## src/rtl/jtframe_dump_pkg.sv

```systemverilog
`default_nettype none
// ============================================================================
//  Module      : jtframe_dump_pkg
//  Description : Shared constants for the multi-channel dump-window
//                controller: MODE encodings, register addresses, FSM states.
//  Revision    : 1.0 - initial release
// ============================================================================
package jtframe_dump_pkg;

    // Channel operating modes (MODE register, bits [1:0])
    localparam logic [1:0] c_MODE_OFF      = 2'd0;
    localparam logic [1:0] c_MODE_WINDOW   = 2'd1;
    localparam logic [1:0] c_MODE_AFTER_DL = 2'd2;
    localparam logic [1:0] c_MODE_PERIODIC = 2'd3;

    // Register addresses on the configuration port
    localparam logic [1:0] c_ADDR_START  = 2'd0;
    localparam logic [1:0] c_ADDR_LEN    = 2'd1;
    localparam logic [1:0] c_ADDR_PERIOD = 2'd2;
    localparam logic [1:0] c_ADDR_MODE   = 2'd3;

    // Per-channel FSM state encoding
    typedef logic [1:0] dump_state_t;
    localparam dump_state_t c_ST_IDLE  = 2'd0;
    localparam dump_state_t c_ST_ARMED = 2'd1;
    localparam dump_state_t c_ST_DUMP  = 2'd2;
    localparam dump_state_t c_ST_DONE  = 2'd3;

    // A channel may leave IDLE when enabled; AFTER_DL also waits for the
    // end of the ROM download.
    function automatic logic arm_ok(input logic [1:0] mode, input logic dl_done);
        return (mode != c_MODE_OFF) && ((mode != c_MODE_AFTER_DL) || dl_done);
    endfunction

endpackage
`default_nettype wire

```

## src/rtl/jtframe_dump_ch.sv

```systemverilog
`default_nettype none
// ============================================================================
//  Module      : jtframe_dump_ch
//  Description : One dump channel: START/LEN/PERIOD/MODE registers, the
//                IDLE/ARMED/DUMP/DONE sequencer and the remaining-frame
//                counter that drives dump_on and its start/stop pulses.
//  Revision    : 1.0 - initial release
// ============================================================================
module jtframe_dump_ch
    import jtframe_dump_pkg::*;
#(
    parameter int          FW   = 32,
    parameter int unsigned LEN0 = 1
) (
    input  logic          clk,
    input  logic          rst_n,
    input  logic          tick,        // frame boundary strobe
    input  logic [FW-1:0] frame_nxt,   // value frame_cnt takes on this tick
    input  logic          dl_done,
    input  logic          cfg_we,      // write strobe already decoded for this channel
    input  logic [1:0]    cfg_addr,
    input  logic [FW-1:0] cfg_data,
    output logic          dump_on,
    output logic          dump_start,
    output logic          dump_stop
);

    logic [FW-1:0] r_start;
    logic [FW-1:0] r_len;
    logic [FW-1:0] r_period;
    logic [1:0]    r_mode;

    // Values captured at arm time so that writes during a dump only apply
    // to the following window.
    logic [FW-1:0] r_start_eff;
    logic [FW-1:0] r_len_eff;
    logic [FW-1:0] r_period_eff;
    logic [FW-1:0] r_rem;

    dump_state_t   r_state;
    logic          r_dump_on;
    logic          r_start_pulse;
    logic          r_stop_pulse;

    logic          w_mode_wr;
    logic          w_hit;

    assign w_mode_wr  = cfg_we && (cfg_addr == c_ADDR_MODE);
    assign w_hit      = tick && (frame_nxt == r_start_eff);

    assign dump_on    = r_dump_on;
    assign dump_start = r_start_pulse;
    assign dump_stop  = r_stop_pulse;

    // Configuration register file
    always_ff @(posedge clk or negedge rst_n) begin
        if (!rst_n) begin
            r_start  <= '0;
            r_len    <= FW'(LEN0);
            r_period <= '0;
            r_mode   <= c_MODE_OFF;
        end else if (cfg_we) begin
            case (cfg_addr)
                c_ADDR_START:  r_start  <= cfg_data;
                c_ADDR_LEN:    r_len    <= cfg_data;
                c_ADDR_PERIOD: r_period <= cfg_data;
                default:       r_mode   <= cfg_data[1:0];
            endcase
        end
    end

    // Channel sequencer; a MODE write always restarts from IDLE and wins
    // over a coincident frame tick.
    always_ff @(posedge clk or negedge rst_n) begin
        if (!rst_n) begin
            r_state       <= c_ST_IDLE;
            r_start_eff   <= '0;
            r_len_eff     <= FW'(LEN0);
            r_period_eff  <= '0;
            r_rem         <= '0;
            r_dump_on     <= 1'b0;
            r_start_pulse <= 1'b0;
            r_stop_pulse  <= 1'b0;
        end else begin
            r_start_pulse <= 1'b0;
            r_stop_pulse  <= 1'b0;
            if (w_mode_wr) begin
                r_state     <= c_ST_IDLE;
                r_start_eff <= r_start;
                if (r_dump_on) begin
                    r_dump_on    <= 1'b0;
                    r_stop_pulse <= 1'b1;
                end
            end else begin
                case (r_state)
                    c_ST_IDLE: begin
                        if (arm_ok(r_mode, dl_done)) begin
                            r_state      <= c_ST_ARMED;
                            r_len_eff    <= r_len;
                            r_period_eff <= r_period;
                        end
                    end
                    c_ST_ARMED: begin
                        if (w_hit) begin
                            if (r_len_eff == '0) begin
                                // Zero-length window: consumed silently
                                r_state <= c_ST_DONE;
                            end else begin
                                r_state       <= c_ST_DUMP;
                                r_rem         <= r_len_eff;
                                r_dump_on     <= 1'b1;
                                r_start_pulse <= 1'b1;
                            end
                        end
                    end
                    c_ST_DUMP: begin
                        if (tick) begin
                            if (r_rem <= FW'(1)) begin
                                r_dump_on    <= 1'b0;
                                r_stop_pulse <= 1'b1;
                                if ((r_mode == c_MODE_PERIODIC) && (r_period_eff > r_len_eff)) begin
                                    // Next window PERIOD frames later; pick up
                                    // any LEN/PERIOD written meanwhile.
                                    r_state      <= c_ST_ARMED;
                                    r_start_eff  <= r_start_eff + r_period_eff;
                                    r_len_eff    <= r_len;
                                    r_period_eff <= r_period;
                                end else begin
                                    r_state <= c_ST_DONE;
                                end
                            end else begin
                                r_rem <= r_rem - FW'(1);
                            end
                        end
                    end
                    c_ST_DONE: begin
                        r_state <= c_ST_DONE;
                    end
                    default: begin
                        r_state <= c_ST_IDLE;
                    end
                endcase
            end
        end
    end

endmodule
`default_nettype wire

```

## src/rtl/jtframe_dump_ctrl.sv

```systemverilog
`default_nettype none
// ============================================================================
//  Module      : jtframe_dump_ctrl
//  Description : Multi-channel simulation dump-window controller. Counts
//                frames on VS falling edges, tracks the end of the ROM
//                download and drives per-channel dump enables and pulses.
//  Revision    : 1.0 - initial release
// ============================================================================
module jtframe_dump_ctrl
    import jtframe_dump_pkg::*;
#(
    parameter int          CH   = 4,
    parameter int          FW   = 32,
    parameter int unsigned LEN0 = 1
) (
    input  logic                                 clk,
    input  logic                                 rst_n,
    input  logic                                 vs,
    input  logic                                 dwnld,
    input  logic                                 cfg_we,
    input  logic [((CH > 1) ? $clog2(CH) : 1)-1:0] cfg_ch,
    input  logic [1:0]                           cfg_addr,
    input  logic [FW-1:0]                        cfg_data,
    output logic [FW-1:0]                        frame_cnt,
    output logic                                 dl_done,
    output logic [CH-1:0]                        dump_on,
    output logic [CH-1:0]                        dump_start,
    output logic [CH-1:0]                        dump_stop
);

    localparam int c_CHW = (CH > 1) ? $clog2(CH) : 1;

    logic          r_vs_l;
    logic          r_tick;
    logic          r_dl_l;
    logic [FW-1:0] r_frame_cnt;
    logic          r_dl_done;

    logic          w_dl_fall;
    logic [FW-1:0] w_frame_nxt;
    logic [CH-1:0] w_ch_we;

    assign w_dl_fall   = r_dl_l & ~dwnld;
    // Frame number the channels compare against on a tick; the download
    // restart takes priority over the increment.
    assign w_frame_nxt = w_dl_fall ? '0 : (r_frame_cnt + FW'(1));

    assign frame_cnt   = r_frame_cnt;
    assign dl_done     = r_dl_done;

    // Registered VS falling-edge detector and download-flag history
    always_ff @(posedge clk or negedge rst_n) begin
        if (!rst_n) begin
            r_vs_l <= 1'b0;
            r_tick <= 1'b0;
            r_dl_l <= 1'b0;
        end else begin
            r_vs_l <= vs;
            r_tick <= r_vs_l & ~vs;
            r_dl_l <= dwnld;
        end
    end

    // Frame counter and sticky download-finished flag
    always_ff @(posedge clk or negedge rst_n) begin
        if (!rst_n) begin
            r_frame_cnt <= '0;
            r_dl_done   <= 1'b0;
        end else begin
            if (w_dl_fall) begin
                r_frame_cnt <= '0;
                r_dl_done   <= 1'b1;
            end else if (r_tick) begin
                r_frame_cnt <= w_frame_nxt;
            end
        end
    end

    for (genvar gi = 0; gi < CH; gi++) begin : g_ch
        assign w_ch_we[gi] = cfg_we && (cfg_ch == c_CHW'(gi));

        jtframe_dump_ch #(
            .FW   (FW),
            .LEN0 (LEN0)
        ) u_ch (
            .clk        (clk),
            .rst_n      (rst_n),
            .tick       (r_tick),
            .frame_nxt  (w_frame_nxt),
            .dl_done    (r_dl_done),
            .cfg_we     (w_ch_we[gi]),
            .cfg_addr   (cfg_addr),
            .cfg_data   (cfg_data),
            .dump_on    (dump_on[gi]),
            .dump_start (dump_start[gi]),
            .dump_stop  (dump_stop[gi])
        );
    end

endmodule
`default_nettype wire

```

## config.mk

```make
export PLATFORM = sky130hd
export DESIGN_NAME = jtframe_dump_ctrl
export DESIGN_NICKNAME = d
export VERILOG_FILES = /design/src/rtl/jtframe_dump_pkg.sv /design/src/rtl/jtframe_dump_ch.sv /design/src/rtl/jtframe_dump_ctrl.sv
export SDC_FILE = /design/constraint.sdc
export NUM_CORES = 2
export LEC_CHECK = 0
export BUFFER_PORTS_ARGS = -buffer_cell sky130_fd_sc_hd__buf_2
export CORE_MARGIN = 5
export CORE_UTILIZATION = 25
export CTS_BUF_LIST = sky130_fd_sc_hd__clkbuf_8
export DETAILED_ROUTE_END_ITERATION = 10
export SYNTH_ARGS = -nofsm -noshare
export SYNTH_HDL_FRONTEND = slang
export SYNTH_SLANG_ARGS = --single-unit
export TNS_END_PERCENT = 1
```

## constraint.sdc

```tcl
create_clock -name clk -period 8.26 [get_ports clk]
set_input_delay 1.239 -clock clk [delete_from_list [all_inputs] [get_ports clk]]
set_output_delay 1.239 -clock clk [all_outputs]
set_load 0.05 [all_outputs]
```

==> flow_summary_export.csv <==
group,metric,value,unit
status,status,"completed",
route,drtIter0Drc,3816,
power_and_ir_drop,switching_power,0.00872,W
cts,numCtsBuffers,169,
die,start_util,25.2,%
route,drt_wl_total,169000,um
setup_path,cp-start-kind,"flop",
synth,yosys.cell_types.count,94,
synth,synthMostInstantiatedCell,"dfrtp_1",
timing,finalMaxSlewViolations,0,
setup_path,cp-end-kind,"flop",
cts,htree_num_levels,4,
cells_and_area,fin_nets,5556,
power_and_ir_drop,p_per_area,359,mW/mm^2
timing,setup_viol,0,
synth,synthArstFlopShare,100,%
job,drv_cap,0,
grt,track_usage,14.8,%
synth,syn_avg_cell_area,10.3,um^2
cts,cts-root-buf,"clkbuf_8",
timing,slew_headroom,5.29,%
route,drtAntennaViolNets,0,
cts,tritoncts,"done",
synth,synthSimpleGateAreaFrac,12.4,%
timing,worstMarginPinSlew,1.41,ns
setup_path,crit_fanout,62,
cells_and_area,drive_above_1_share,20.2,%
timing,rsz0062_at_grt,"no",
grt,antenna_found_initial,26,
cells_and_area,final_util,28.5,%
timing,hold_violations,0,
grt,grt_max_degree,176,
power_and_ir_drop,p_leak,25.6,nW
placement,io_buffers,85,
synth,synth_enable_flop_cells,0,
route,wl_met3,9570,um
route,wl_per_cell,20.6,um
power_and_ir_drop,p_int,0.0130,W
timing,period_share,76.2,%
route,vias,40800,
placement,dp.final_hpwl,117000,um
timing,fmax,159,MHz
timing,timing.setup.tns,0,ns
cts,clk_path_buf_depth,3,
cts,post-cts-setup-buffers,0,
synth,yosysTopAreaCell,"dfrtp_1",
route,drtPass1Iterations,6,
power_and_ir_drop,p_seq_share,37.1,%
cts,cts_hold_buf,0,
power_and_ir_drop,peakVddDrop,0.000169,V
synth,synth_nets,5507,
synth,synth_top_area_share,44.6,%
synth,yosys-top-cells-area,"dfrtp_1 (45%), mux2_2 (13%), ha_1 (6.6%), o21ai_0 (3.2%), nand2_1 (3.1%)",
synth,synth_compound_area_share,13.0,%
die,fp.dieW,472,um
synth,synth_ff_type,"dfrtp_1",
setup_path,arrival,7.01,ns
power_and_ir_drop,switching_share,40.1,%
synth,synth_seq_cells,960,
route,post_drt_via_cell_ratio,4.98,
placement,gp_congestion,0.912,
synth,synth_common_cells,"dfrtp_1 (952), mux2_2 (605), nand2_1 (445)",
cts,cts_sinks,960,
route,top_layer,"met5",
setup_path,critPathKind,"flop to flop",
hold_path,hold_class,"input pin to asynchronous set/reset pin",
die,fp.coreArea,0.213,mm^2
route,wl_met2,77900,um
grt,grt_pass1_wl,255000,um
die,fp-row-count,169,
synth,synth_mux_area_share,15.4,%
cells_and_area,synthToLayoutAreaGrowth,13.2,%
route,drc,0,
cells_and_area,nFillCells,22100,
synth,syn_inst,5181,
power_and_ir_drop,pwr-share-clk,21.6,%
timing,min_period,6.29,ns
grt,grt_pass1_vias,40300,
timing,fin_skew,0.0378,ns
synth,synthAdderAreaFrac,6.73,%
synth,yosys_warnings,0,
die,die_area,0.223,mm^2
synth,synth_xor_area_share,3.99,%
synth,ys_seq_area_share,44.9,%
route,wl_met1,75500,um
setup_path,worst_ep_required_time,8.98,ns
synth,syn_area,0.0535,mm^2
die,dieHeight,472,um
cts,cts_resized,0,
cts,clk-insertion-delay-late,0.91,ns
synth,synth_top_family_by_area,"multiplexers",
grt,grt-ovfl-total,0,
cts,clk_pin_slew,0.06,ns
power_and_ir_drop,power_frac_comb,41.3,%
die,ios,86,
## flip-flops by register name (all words and copies together) (netlist names), 32 cells and up
register and cells:
g_ch.u_ch.r_period_eff 128, g_ch.u_ch.r_len 128, frame_cnt 32, g_ch.u_ch.r_start 128
g_ch.u_ch.r_start_eff 128, g_ch.u_ch.r_len_eff 128, g_ch.u_ch.r_period 128, g_ch.u_ch.r_rem 128
## power by group through the flow
stage          combinational, W  sequential, W  clock [W]
6_report                0.00898        0.00807    0.00469
3_5_place_dp            0.00890        0.00811          0
2_1_floorplan           0.00720        0.00732          0
4_1_cts                 0.00895        0.00805    0.00480
5_1_grt                  0.0101        0.00825    0.00501
3_3_place_gp            0.00858        0.00805          0
## stage by stage
step                      instance area, um^2  total power (W)  hold slack, ns  setup slack (ns)  std cells
after floorplan                         53500           0.0145           0.433              3.89       5181
after global placement                  56900           0.0166           0.440              2.28       7880
after detailed placement                56900           0.0170           0.452              2.13       7880
after CTS                               60500           0.0218           0.356              2.09       8194
after global routing                    60500           0.0233           0.406              1.50       8196
final                                   60500           0.0217           0.392              1.97       8197
## path summary, 6_finish.rpt
kind,start,end,slack [ns],depth (start not counted)
setup / recovery,frame_cnt[0]$_DFFE_PN0P_,g_ch[1].u_ch.r_rem[9]$_DFFE_PN0P_,1.97,12
max in group asynchronous,rst_n,g_ch[2].u_ch.r_len_eff[12]$_DFFE_PN0P_,5.94,3
setup reg to reg,frame_cnt[0]$_DFFE_PN0P_,g_ch[1].u_ch.r_rem[9]$_DFFE_PN0P_,1.97,12
min in group clk,vs,r_vs_l$_DFF_PN0_,0.46,1
hold reg to reg,g_ch[2].u_ch.r_start[16]$_DFFE_PN0P_,g_ch[2].u_ch.r_start_eff[16]$_DFFE_PN0P_,0.47,2
hold / removal,rst_n,g_ch[0].u_ch.r_rem[31]$_DFFE_PN0P_,0.39,1
## area by class of cell
type	instances	area (um^2)	share of cell area, %
antenna	3	7.51	0.0124
clock buffer	211	2900	4.80
clock inverter	103	711	1.17
inverter	212	796	1.31
multi-input combinational	3752	27700	45.7
sequential	960	24000	39.7
tap	2821	3530	5.83
timing repair buffer	135	861	1.42
## layer usage
layer,up-vias,global-route usage [%]
li1,18900,-
met5,-,0
met4,2,5.65
met1,20500,19.8
met2,1161,23.9
met3,291,2.58
## kinds of logic (layout without fill, tap and decap cells)
logic type / count (synthesis) / after routing
simple gates: 1357 / 1357
flops: 960 / 960
fa+ha+maj: 285 / 285
compound gates: 1126 / 1126
mux: 747 / 747
other cells: 0 / 3
buf+inv: 469 / 661
xor+xnor: 237 / 237
## placed cells by master, fill, tap and decap left out, types with 13 or more instances in the layout
master and n:
a211oi_1 26, a21o_1 91, a21oi_1 305, a31oi_1 47, and2_1 23, and3_1 17
buf_2 84, buf_4 46, clkbuf_8 211, clkinv_2 28, dfrtp_1 951, ha_1 278
inv_1 264, mux2_2 605, mux2i_1 133, nand2_1 442, nand2b_1 42, nand3_1 117
nand4_1 72, nor2_1 264, nor2b_1 33, nor3_1 88, nor4_1 89, o2111ai_1 13
o211ai_1 32, o21a_1 27, o21ai_0 341, o21bai_1 14, o22a_1 33, o22ai_1 44
o31ai_1 28, or2_2 25, or3_1 42, or4_1 17, xnor2_1 132, xor2_1 101
## critical path, stage by stage (launching register included)
cell and delay (ns):
dfrtp_1 0.74, ha_1 0.39, nand4_1 0.43, or3_1 0.69, nor4_1 0.56, mux2i_1 0.99, xnor2_1 0.13, nor4bb_1 0.33
nand4_1 0.33, o21ai_2 0.34, nand2_2 0.65, o21ai_0 0.39, o21ai_0 0.12
Power figures use the tool's default switching activity.
